File: src/rtl/show_ctrl.sv
// show_ctrl: round-robin shares the LCD status fields between two requesters and
// commits the shadowed record to the display outputs only on frame boundaries.
module show_ctrl #(
  parameter int unsigned HOLD_FRAMES = 120,
  parameter int unsigned MONEY_MAX   = 99,
  parameter bit          VS_ACT_LOW  = 1'b1
) (
  input  logic        sys_clk,
  input  logic        sys_rst_n,
  input  logic        lcd_vs,
  input  logic        a_req,
  input  logic [13:0] a_data,
  output logic        a_ack,
  input  logic        b_req,
  input  logic [13:0] b_data,
  output logic        b_ack,
  output logic [3:0]  goods_index,
  output logic [6:0]  money,
  output logic        point_flag,
  output logic [1:0]  money_flag,
  output logic        upd_pending
);

  localparam int unsigned GOODS_W = 4;
  localparam int unsigned MONEY_W = 7;
  localparam int unsigned FLAG_W  = 2;
  localparam int unsigned CNT_W   = 8;

  localparam logic               VS_IDLE   = VS_ACT_LOW;
  localparam logic [MONEY_W-1:0] MONEY_CAP = MONEY_W'(MONEY_MAX);
  localparam logic [CNT_W-1:0]   HOLD_CNT  = CNT_W'(HOLD_FRAMES);

  typedef struct packed {
    logic [GOODS_W-1:0] goods;
    logic [MONEY_W-1:0] money;
    logic               point;
    logic [FLAG_W-1:0]  flag;
  } rec_t;

  typedef enum logic {
    S_IDLE,
    S_PEND
  } state_t;

  state_t     state_q, state_d;
  logic       vs_s1_q, vs_s1_d;
  logic       vs_s2_q, vs_s2_d;
  logic       vs_dly_q, vs_dly_d;
  logic       rr_q, rr_d;          // 1: B wins the next contested cycle
  logic       a_ack_q, a_ack_d;
  logic       b_ack_q, b_ack_d;
  logic       pending_q, pending_d;
  rec_t       shadow_q, shadow_d;
  rec_t       disp_q, disp_d;
  logic [CNT_W-1:0] cnt_q, cnt_d;

  rec_t       a_rec, b_rec, win_rec;
  logic       frame_tick_c;
  logic       a_elig, b_elig, grant_a, grant_b, grant, commit;

  assign a_rec = rec_t'(a_data);
  assign b_rec = rec_t'(b_data);

  // Active vs edge seen between the last synchroniser stage and its delayed copy.
  assign frame_tick_c = VS_ACT_LOW ? (~vs_s2_q & vs_dly_q) : (vs_s2_q & ~vs_dly_q);

  always_comb begin
    vs_s1_d   = lcd_vs;
    vs_s2_d   = vs_s1_q;
    vs_dly_d  = vs_s2_q;
    rr_d      = rr_q;
    a_ack_d   = 1'b0;
    b_ack_d   = 1'b0;
    state_d   = state_q;
    shadow_d  = shadow_q;
    disp_d    = disp_q;
    cnt_d     = cnt_q;

    // A requester is not re-granted in the cycle its ack is showing.
    a_elig  = a_req & ~a_ack_q;
    b_elig  = b_req & ~b_ack_q;
    grant_a = a_elig & (~b_elig | ~rr_q);
    grant_b = b_elig & ~grant_a;
    grant   = grant_a | grant_b;

    win_rec = grant_a ? a_rec : b_rec;
    if (win_rec.money > MONEY_CAP) begin
      win_rec.money = MONEY_CAP;
    end

    commit = (state_q == S_PEND) && frame_tick_c;

    case (state_q)
      S_IDLE: if (grant) state_d = S_PEND;
      S_PEND: if (frame_tick_c && !grant) state_d = S_IDLE;
      default: state_d = S_IDLE;
    endcase

    if (grant) begin
      shadow_d = win_rec;
      a_ack_d  = grant_a;
      b_ack_d  = grant_b;
      rr_d     = grant_a;
    end

    // Display update and banner hold both happen only on a frame tick.
    if (commit) begin
      disp_d = shadow_q;
      cnt_d  = (shadow_q.flag != '0) ? HOLD_CNT : '0;
    end else if (frame_tick_c && (cnt_q != '0)) begin
      cnt_d = cnt_q - CNT_W'(1);
      if (cnt_q == CNT_W'(1)) begin
        disp_d.flag = '0;
      end
    end

    pending_d = (state_d == S_PEND);
  end

  always_ff @(posedge sys_clk or negedge sys_rst_n) begin
    if (!sys_rst_n) begin
      state_q   <= S_IDLE;
      vs_s1_q   <= VS_IDLE;
      vs_s2_q   <= VS_IDLE;
      vs_dly_q  <= VS_IDLE;
      rr_q      <= 1'b0;
      a_ack_q   <= 1'b0;
      b_ack_q   <= 1'b0;
      pending_q <= 1'b0;
      shadow_q  <= '0;
      disp_q    <= '0;
      cnt_q     <= '0;
    end else begin
      state_q   <= state_d;
      vs_s1_q   <= vs_s1_d;
      vs_s2_q   <= vs_s2_d;
      vs_dly_q  <= vs_dly_d;
      rr_q      <= rr_d;
      a_ack_q   <= a_ack_d;
      b_ack_q   <= b_ack_d;
      pending_q <= pending_d;
      shadow_q  <= shadow_d;
      disp_q    <= disp_d;
      cnt_q     <= cnt_d;
    end
  end

  assign a_ack       = a_ack_q;
  assign b_ack       = b_ack_q;
  assign goods_index = disp_q.goods;
  assign money       = disp_q.money;
  assign point_flag  = disp_q.point;
  assign money_flag  = disp_q.flag;
  assign upd_pending = pending_q;

endmodule

File: config.mk
export PLATFORM = sky130hd
export DESIGN_NAME = show_ctrl
export DESIGN_NICKNAME = d
export VERILOG_FILES = /design/src/rtl/show_ctrl.sv
export SDC_FILE = /design/constraint.sdc
export NUM_CORES = 1
export LEC_CHECK = 0
export ABC_AREA = 1
export BUFFER_PORTS_ARGS = -buffer_cell sky130_fd_sc_hd__clkbuf_2
export CORE_UTILIZATION = 35
export DETAILED_ROUTE_END_ITERATION = 16
export GPL_ROUTABILITY_DRIVEN = 0
export HOLD_SLACK_MARGIN = 0.06
export PLACE_DENSITY = 0.55
export REMOVE_ABC_BUFFERS = 1
export SYNTH_ARGS = -nofsm -noshare
export SYNTH_HDL_FRONTEND = slang
export SYNTH_SLANG_ARGS = --single-unit
File: constraint.sdc
create_clock -name sys_clk -period 1.25 [get_ports sys_clk]
set_input_delay 0.25 -clock sys_clk [delete_from_list [all_inputs] [get_ports sys_clk]]
set_output_delay 0.25 -clock sys_clk [all_outputs]
set_load 0.01 [all_outputs]
* Word-level counts from Yosys, hierarchy flattened
Index checks and enable logic that the tools add are counted.
** Word-level totals
- Bits in writable memories :: 0
- Memories :: 0
- Latch bits :: 0
- Output and inout bits :: 17
- Input port bits :: 33
- Register bits after elaboration :: 43
- Memory bits (read-only) :: 0
** Operators by class
- Shift-type cells :: 0
- Div/mod/pow operators :: 0
- Magnitude comparators :: 1
- Add/subtract/negate cells :: 1
- Muxes and demuxes :: 13
- Bitwise logic cells :: 14
- Reductions and logical operators :: 9
- $mul :: 0
- Equal/unequal tests :: 1
** Operators with widths (count)
- $mux W8 :: 2
- $mux W14 :: 1
- $mux W7 :: 2
- $eq A8 B1 Y1 const B :: 1
- $reduce_bool A8 Y1 :: 1
- $sub A8 B1 Y8 const B :: 1
- $gt A7 B7 Y1 const B :: 1
- $not A1 Y1 :: 7
- $mux W2 :: 3
- $reduce_bool A2 Y1 :: 3
- $and A1 B1 Y1 :: 5
- $mux W1 :: 4
- $logic_and A1 B1 Y1 :: 3
- $or A1 B1 Y1 :: 2
- $pmux W1 S2 :: 1
- $reduce_and A2 Y1 :: 1
- $logic_not A1 Y1 :: 1

* Depth between registers and ports, before layout
Gate-level depths: netlist of the first run.
- Depth after elaboration :: 12
- Depth in mapped cells :: 9
- Gate-level depth less buffers :: 9

* Worst setup path before layout of the first run
Ideal clock, no wire load.
- Kind :: reg2reg
- Start point :: register cnt_q[0]
- End point :: register cnt_q[5]
- Arrival time :: 1265 ps
- Stages on the path, launching flop included :: 10
- Path slack :: -133 ps
- Buffers on the path :: 0
- Path through :: dfrtp_1 > inv_1 > ha_1 > nand2_2 > nor2_2 > nor2_4 > nor2_8 > inv_8 > nand2_2 > o21ai_2
** On the way
- Longest elaborated chain between the ends :: 3
- Elaborated cells on any way between the ends :: 6
- Those cells by class :: add/sub (1); mux (2); reduce/logical (3)
** RTL lines
- from (decl) :: line 55 : logic [CNT_W-1:0] cnt_q, cnt_d;
- from (signal assigned) :: line 144 : cnt_q <= cnt_d;
- $sub A8 B1 Y8 or $reduce_bool A8 Y1 (tied branches) :: line 111, 110
- $mux W8 or $logic_and A1 B1 Y1 (tied branches) :: line 110 : end else if (frame_tick_c && (cnt_q != '0)) begin
- $mux W8 or $reduce_bool A2 Y1 (tied branches)
Several ways; a longest one is shown, not always the timed one. The select of a mux whose other input is x is not followed.
A chain may end at the register's enable or synchronous reset.

* Worst setup path after layout of the first run
- Start point :: register vs_dly_q
- End point :: register cnt_q[7]
** On the way
- Longest elaborated chain between the ends :: 3
- Elaborated cells on any way between the ends :: 5
- Those cells by class :: mux (1); bitwise (1); reduce/logical (3)
** RTL lines
- from (decl) :: line 48 : logic vs_dly_q, vs_dly_d;
- from (signal assigned) :: line 137 : vs_dly_q <= vs_dly_d;
- $and A1 B1 Y1 (*) :: line 65 : assign frame_tick_c = VS_ACT_LOW ? (~vs_s2_q & vs_dly_q) : (vs_s2_q & ~vs_dly_q);
- $logic_and A1 B1 Y1, on equally long branches :: line 91, 110
- $mux W8 or $reduce_bool A2 Y1 (tied branches)
Every way passes the cells marked *; elsewhere a longest branch is shown, timed or not.

==> results.ini, run 1 <==
[synthesis]
syn_inst=245
synth_flop_cell=dfrtp_1
synth_area_um2=2180
synth-async-reset-ratio=1.00
synth.distinct_cells=31
yosysMostFrequentCell=nand2_1
synth_top_area_share=0.459
ys_warn_count=0
synth-seq-area-share=0.495
yosysTopAreaCell=dfrtp_1
synth_edf_count=0
ys_seq_elements=43
synth_area_leaders=dfrtp_1 46%, nand2_1 12%, nand3_1 4.8%, inv_1 4.5%, dfstp_2 3.6%
synth_commonest_cells=67 x nand2_1, 40 x dfrtp_1, 26 x inv_1
syn_area_per_cell_um2=8.90

[floorplan]
start_util=0.366
die_h_um=80.9
boundaryPins=50
die_x_um=80.9
dieArea_um2=6550
core_um2=5960
core.rowCount=28

[timing]
hold_slack_ns=0.170
worst_slack_ns=-0.115
fin_crit_sh=1.09
hold_viol=0
slew_headroom=0.827
tightest_slew_ns=0.259
setup_viol=25
skew_ns=0.00446
grt_setup_unrepaired=true
maxSlewViolCount=0
finalCriticalPeriod_ns=1.37
clock.fmax_mhz=732

[worst_setup_path]
criticalPathCategory=flop to flop
worst-path-max-fanout=8
cp_data_required_time_ns=1.49
critPathCaptureType=flop
startpoint_type=flop
arrival_ns=1.61

[cells_and_area]
nets=372
syn_to_final_growth_pct=48.4
drive_gt1_frac=0.524
antenna_cells=0
fill_cells=572

[global_routing]
met1_usage=0.231
antenna_found_initial=0
use_met3=0.0404
grt_max_degree=44
overflow=0
track_usage=0.181
grt_pass1_wl_mm=8.86
gr-usage-met2=0.303
busiest_layer=met2
grt_pass1_vias=1849

[power_and_ir_drop]
p_sw_uw=2050
p_total_uw=5590
switching_share=0.367
p_seq_frac=0.369
p_clk_frac=0.193
vdd_ir_drop_max_mv=0.719
leakagePower_uw=0.00162
p_comb_frac=0.438
p_per_area_nw_per_um2=1730
internal_power_uw=3540

[cts]
htreeDepth=2
numCtsBuffers=5
clock_path_buffers=2
root_buffer=clkbuf_8
path_clk_slew_ns=0.08
clk_latency_ns=0.30
cts_tree=done
clock-sinks=43

[job]
cap_violations=0

[route]
wl_per_cell_um=12.6
ant_nets=0
routed_via_density=4.56
dr.pass1.iters=4
drc=0
finalWirelength_mm=5.18
drt_iter0_drc=80
vias=1876

[place]
io_buffers=49
post-dp-hpwl_mm=3.64

[min_path]
min_path_type=input port to flop

[outcome]
status=complete, but fails checks
violations=negative setup slack

[worst max-delay path: stages (launching register included)]
cell,delay [ns]
dfstp_2,0.53
inv_2,0.04
nor2_4,0.10
inv_4,0.06
nor2_8,0.17
buf_12,0.13
nor2_8,0.05
inv_8,0.09
nand3_2,0.08
nand2_2,0.06
[stage by stage]
step / setup TNS [ns] / utilization / area, um^2 / std cells / setup WS, ns
final: -2.19 / 0.543 / 3240 / 411 / -0.115
after global routing: -4.05 / 0.543 / 3240 / 411 / -0.191
after CTS: -1.93 / 0.514 / 3060 / 410 / -0.112
after detailed placement: -3.61 / 0.465 / 2770 / 396 / -0.174
after global placement: -3.20 / 0.465 / 2770 / 396 / -0.144
after floorplan: -3.86 / - / 2120 / 238 / -0.218
[timing repair]
item,in CTS,in global routing
resized for setup,37,38
buffers inserted,4,2
pin swaps,11,19
hold endpoints to repair,41,0
hold buffers,2,0
cloned,1,0
endpoints found under the setup margin,37,37
[power by group through the flow]
| stage | logic (uW) | registers, uW | clock network, uW |
|---|---|---|---|
| final | 2450 | 2060 | 1080 |
| after global routing | 2740 | 2120 | 1160 |
| after CTS | 2270 | 2060 | 1110 |
| after detailed placement | 2050 | 2060 | 0 |
| after global placement | 2040 | 2060 | 0 |
| after floorplan | 1100 | 2110 | 0 |
[per-layer routing]
layer | vias up | routed length (um)
met4 | 0 | 74
met3 | 8 | 231
met2 | 40 | 2580
met1 | 855 | 2300
li1 | 973 | -
met5 | - | 0
[cell families (layout without fill, tap and decap cells)]
logic type               Yosys count  count (layout)  synth area share
AO/OA/AOI/OAI                     35              35             0.103
XOR/XNOR                           1               1           0.00402
flip-flops                        43              43             0.495
adder cells (fa/ha/maj)            3               3            0.0172
AND/OR/NAND/NOR                  126             126             0.300
buffers and inverters             37             128            0.0809
[area by class of cell]
cell class,count,area (um^2),area share
Clock inverter,2,37.5,0.0116
Clock buffer,5,68.8,0.0213
Inverter,30,133,0.0410
Multi-Input combinational cell,165,1160,0.357
Sequential cell,43,1080,0.334
Tap cell,75,93.8,0.0290
Timing Repair Buffer,91,666,0.206
[path summary, 6_finish.rpt]
kind	startpoint	end	slack [ns]	cells past startpoint
worst min register to register	vs_s1_q	vs_dly_d	0.36	0
worst min-delay path	a_data[11]	shadow_q[11]	0.17	3
min in group asynchronous	sys_rst_n	money_flag[1]	0.47	3
worst max register to register	vs_dly_q	cnt_q[7]	-0.12	9
max in group asynchronous	sys_rst_n	vs_dly_q	0.52	3
worst max-delay path	vs_dly_q	cnt_q[7]	-0.12	9
[placed cells by master, fill, tap and decap left out, drive strengths merged]
cell / n
dfstp: 3
nand2: 77
inv: 30
o211ai: 4
clkinvlp: 1
a211oi: 1
bufinv: 1
a21oi: 7
nand4: 1
dfrtp: 40
buf: 40
xnor2: 1
o22ai: 3
nand3b: 4
nand3: 24
ha: 3
clkbuf: 54
dlygate4sd3: 2
nor2: 20
o21bai: 1
o21ai: 19
[sequential cells by signal, indices dropped and copies added, names as in the netlist]
register,flops
b_ack,1
goods_index,4
a_ack,1
shadow_q,14
vs_dly_d,1
rr_q,1
vs_s1_q,1
money,7
money_flag,2
cnt_q,8
vs_dly_q,1
upd_pending,1
point_flag,1
Power figures use the tool's default switching activity.
==> inputs of run 2 (changes only) <==
- ABC_AREA: 1 -> default
- PLACE_DENSITY: 0.55 -> 0.56
==> run 2 against run 1 <==
Against the previous run:
- the run still ends with negative setup slack left
- sequential cell count stayed put
- first-iteration DRC count is 6.3% lower
- utilization is 5.8 points higher
- global-route usage is 0.57 points higher
- synthesized cell count is 20% lower
- largest cell class is now registers
- highest routed layer unchanged
==> results.ini, run 2 <==
[timing]
skew_ns=0.00527
setup_viol=23
worst_slack_ns=-0.418
slew_headroom=0.697
finalCriticalPeriod_ns=1.67
fin_crit_sh=1.33
tightest_slew_ns=0.449
tns_ns=-5.79
maxSlewViolCount=0
clock.fmax_mhz=599
hold_viol=0
grt_setup_unrepaired=true

[worst_setup_path]
critPathCaptureType=flop
arrival_ns=1.85
criticalPathCategory=flop to flop
cp_data_required_time_ns=1.43
r2r_cells=4
startpoint_type=flop
worst-path-max-fanout=3

[synthesis]
yosysMostFrequentCell=nand2_1
syn_area_per_cell_um2=9.94
synth.distinct_cells=35
ys_seq_elements=43
synth_flop_cell=dfrtp_1
syn_inst=197
synth_commonest_cells=53 x nand2_1, 40 x dfrtp_1, 12 x mux2i_1
yosysTopAreaCell=dfrtp_1
ys_warn_count=0
synth_edf_count=0
synth_top_area_share=0.511
synth-seq-area-share=0.551
synth-async-reset-ratio=1.00
synth_area_um2=1960
synth_area_leaders=dfrtp_1 51%, nand2_1 10%, mux2i_1 6.1%, dfstp_2 4.0%, o21ai_0 2.8%

[route]
finalWirelength_mm=5.32
wl_per_cell_um=14.3
routed_via_density=4.92
vias=1830
drc=0
dr.pass1.iters=4
drt_iter0_drc=75
ant_nets=0

[cells_and_area]
largest-register=shadow_q
antenna_cells=0
largest_reg_flops=14
nets=337
final_common_cell=clkbuf_2
stdcell_count=372
drive_gt1_frac=0.526
syn_to_final_growth_pct=60.8
fill_cells=438
final_cell_mix=48 x clkbuf_2, 40 x dfrtp_1, 39 x nand2_1, 30 x buf_4, 20 x buf_6

[floorplan]
core_um2=5240
dieArea_um2=5900
boundaryPins=50
start_util=0.374
die_h_um=76.8
die_x_um=76.8
core.rowCount=26

[cts]
clock_path_buffers=2
numCtsBuffers=5
htreeDepth=2
clock-sinks=43
cts_tree=done
root_buffer=clkbuf_8
clk_latency_ns=0.29
path_clk_slew_ns=0.09

[power_and_ir_drop]
p_per_area_nw_per_um2=1700
vdd_ir_drop_max_mv=0.786
leakagePower_uw=0.00155

[place]
dpl.cell_count=345
io_buffers=49
post-dp-hpwl_mm=3.35

[min_path]
min_path_type=input port to flop
holdPathStages=3

[global_routing]
track_usage=0.187
antenna_found_initial=0
grt_max_degree=44
grt_pass1_vias=1846
overflow=0
grt_pass1_wl_mm=8.58

[outcome]
status=complete, but fails checks
violations=negative setup slack

[job]
cap_violations=0

==> run 2: cell type report <==
class / instances / area (um^2) / share of cell area
Timing Repair Buffer: 104 / 788 / 0.250
Clock inverter: 3 / 67.6 / 0.0215
Sequential cell: 43 / 1080 / 0.343
Clock buffer: 5 / 68.8 / 0.0219
Inverter: 4 / 15.0 / 0.00477
Multi-Input combinational cell: 143 / 1040 / 0.331
Tap cell: 70 / 87.6 / 0.0278
==> run 2: metal layers <==
metal	share of wire	routed length [um]	global-route usage	vias up
li1	-	-	-	887
met1	0.44	2350	0.235	878
met2	0.49	2620	0.310	49
met3	0.040	215	0.0440	16
met4	0.026	140	0.0712	0
met5	0	0	0	-
==> run 2: final timing paths <==
check | end | from | slack (ns)
worst max-delay path | cnt_q[5] | vs_dly_q | -0.42
worst min-delay path | shadow_q[10] | a_data[10] | 0.15
worst max register to register | cnt_q[5] | vs_dly_q | -0.42
worst min register to register | vs_dly_d | vs_s1_q | 0.35
max in group asynchronous | vs_s1_q | sys_rst_n | 0.53
min in group asynchronous | money_flag[1] | sys_rst_n | 0.46
==> run 2: power by group <==
part,total (uW),switching (uW),internal (uW)
clock,1290,493,797
sequential,2030,274,1760
combinational,2050,952,1090
==> run 2: stage by stage <==
step	total power, uW	area (um^2)	hold slack (ns)	setup WS (ns)	util
final	5370	3150	0.151	-0.418	0.601
after global routing	5680	3150	0.140	-0.458	0.601
after CTS	5180	2990	0.144	-0.380	0.570
after detailed placement	3490	2550	0.249	-0.451	0.486
after global placement	3480	2550	0.257	-0.438	0.486
after floorplan	2730	1930	-0.0456	-0.394	-
==> run 2: worst max-delay path, cell delays in order (launching register included) <==
cell and delay, ns:
dfstp_2 0.55, or4b_4 0.49, a211oi_4 0.23, and4_4 0.24, nor3_1 0.04
==> run 2: logic make-up (layout without fill, tap and decap cells) <==
logic type,after synthesis,in the layout,share of synthesized area
and+or+nand+nor,90,90,0.212
DFF,43,43,0.551
AOI/OAI and AO/OA,35,35,0.121
muxes,12,12,0.0613
buffers and inverters,11,116,0.0217
adders and majority gates,3,3,0.0192
xor gates and xnor gates,3,3,0.0134
==> run 2: timing repair <==
action	in CTS	in global routing
buffers inserted	10	7
hold buffers	2	0
endpoints found under the hold margin	41	0
endpoints found under the setup margin	34	38
pin swaps	16	17
cloned	1	0
resized for setup	47	40
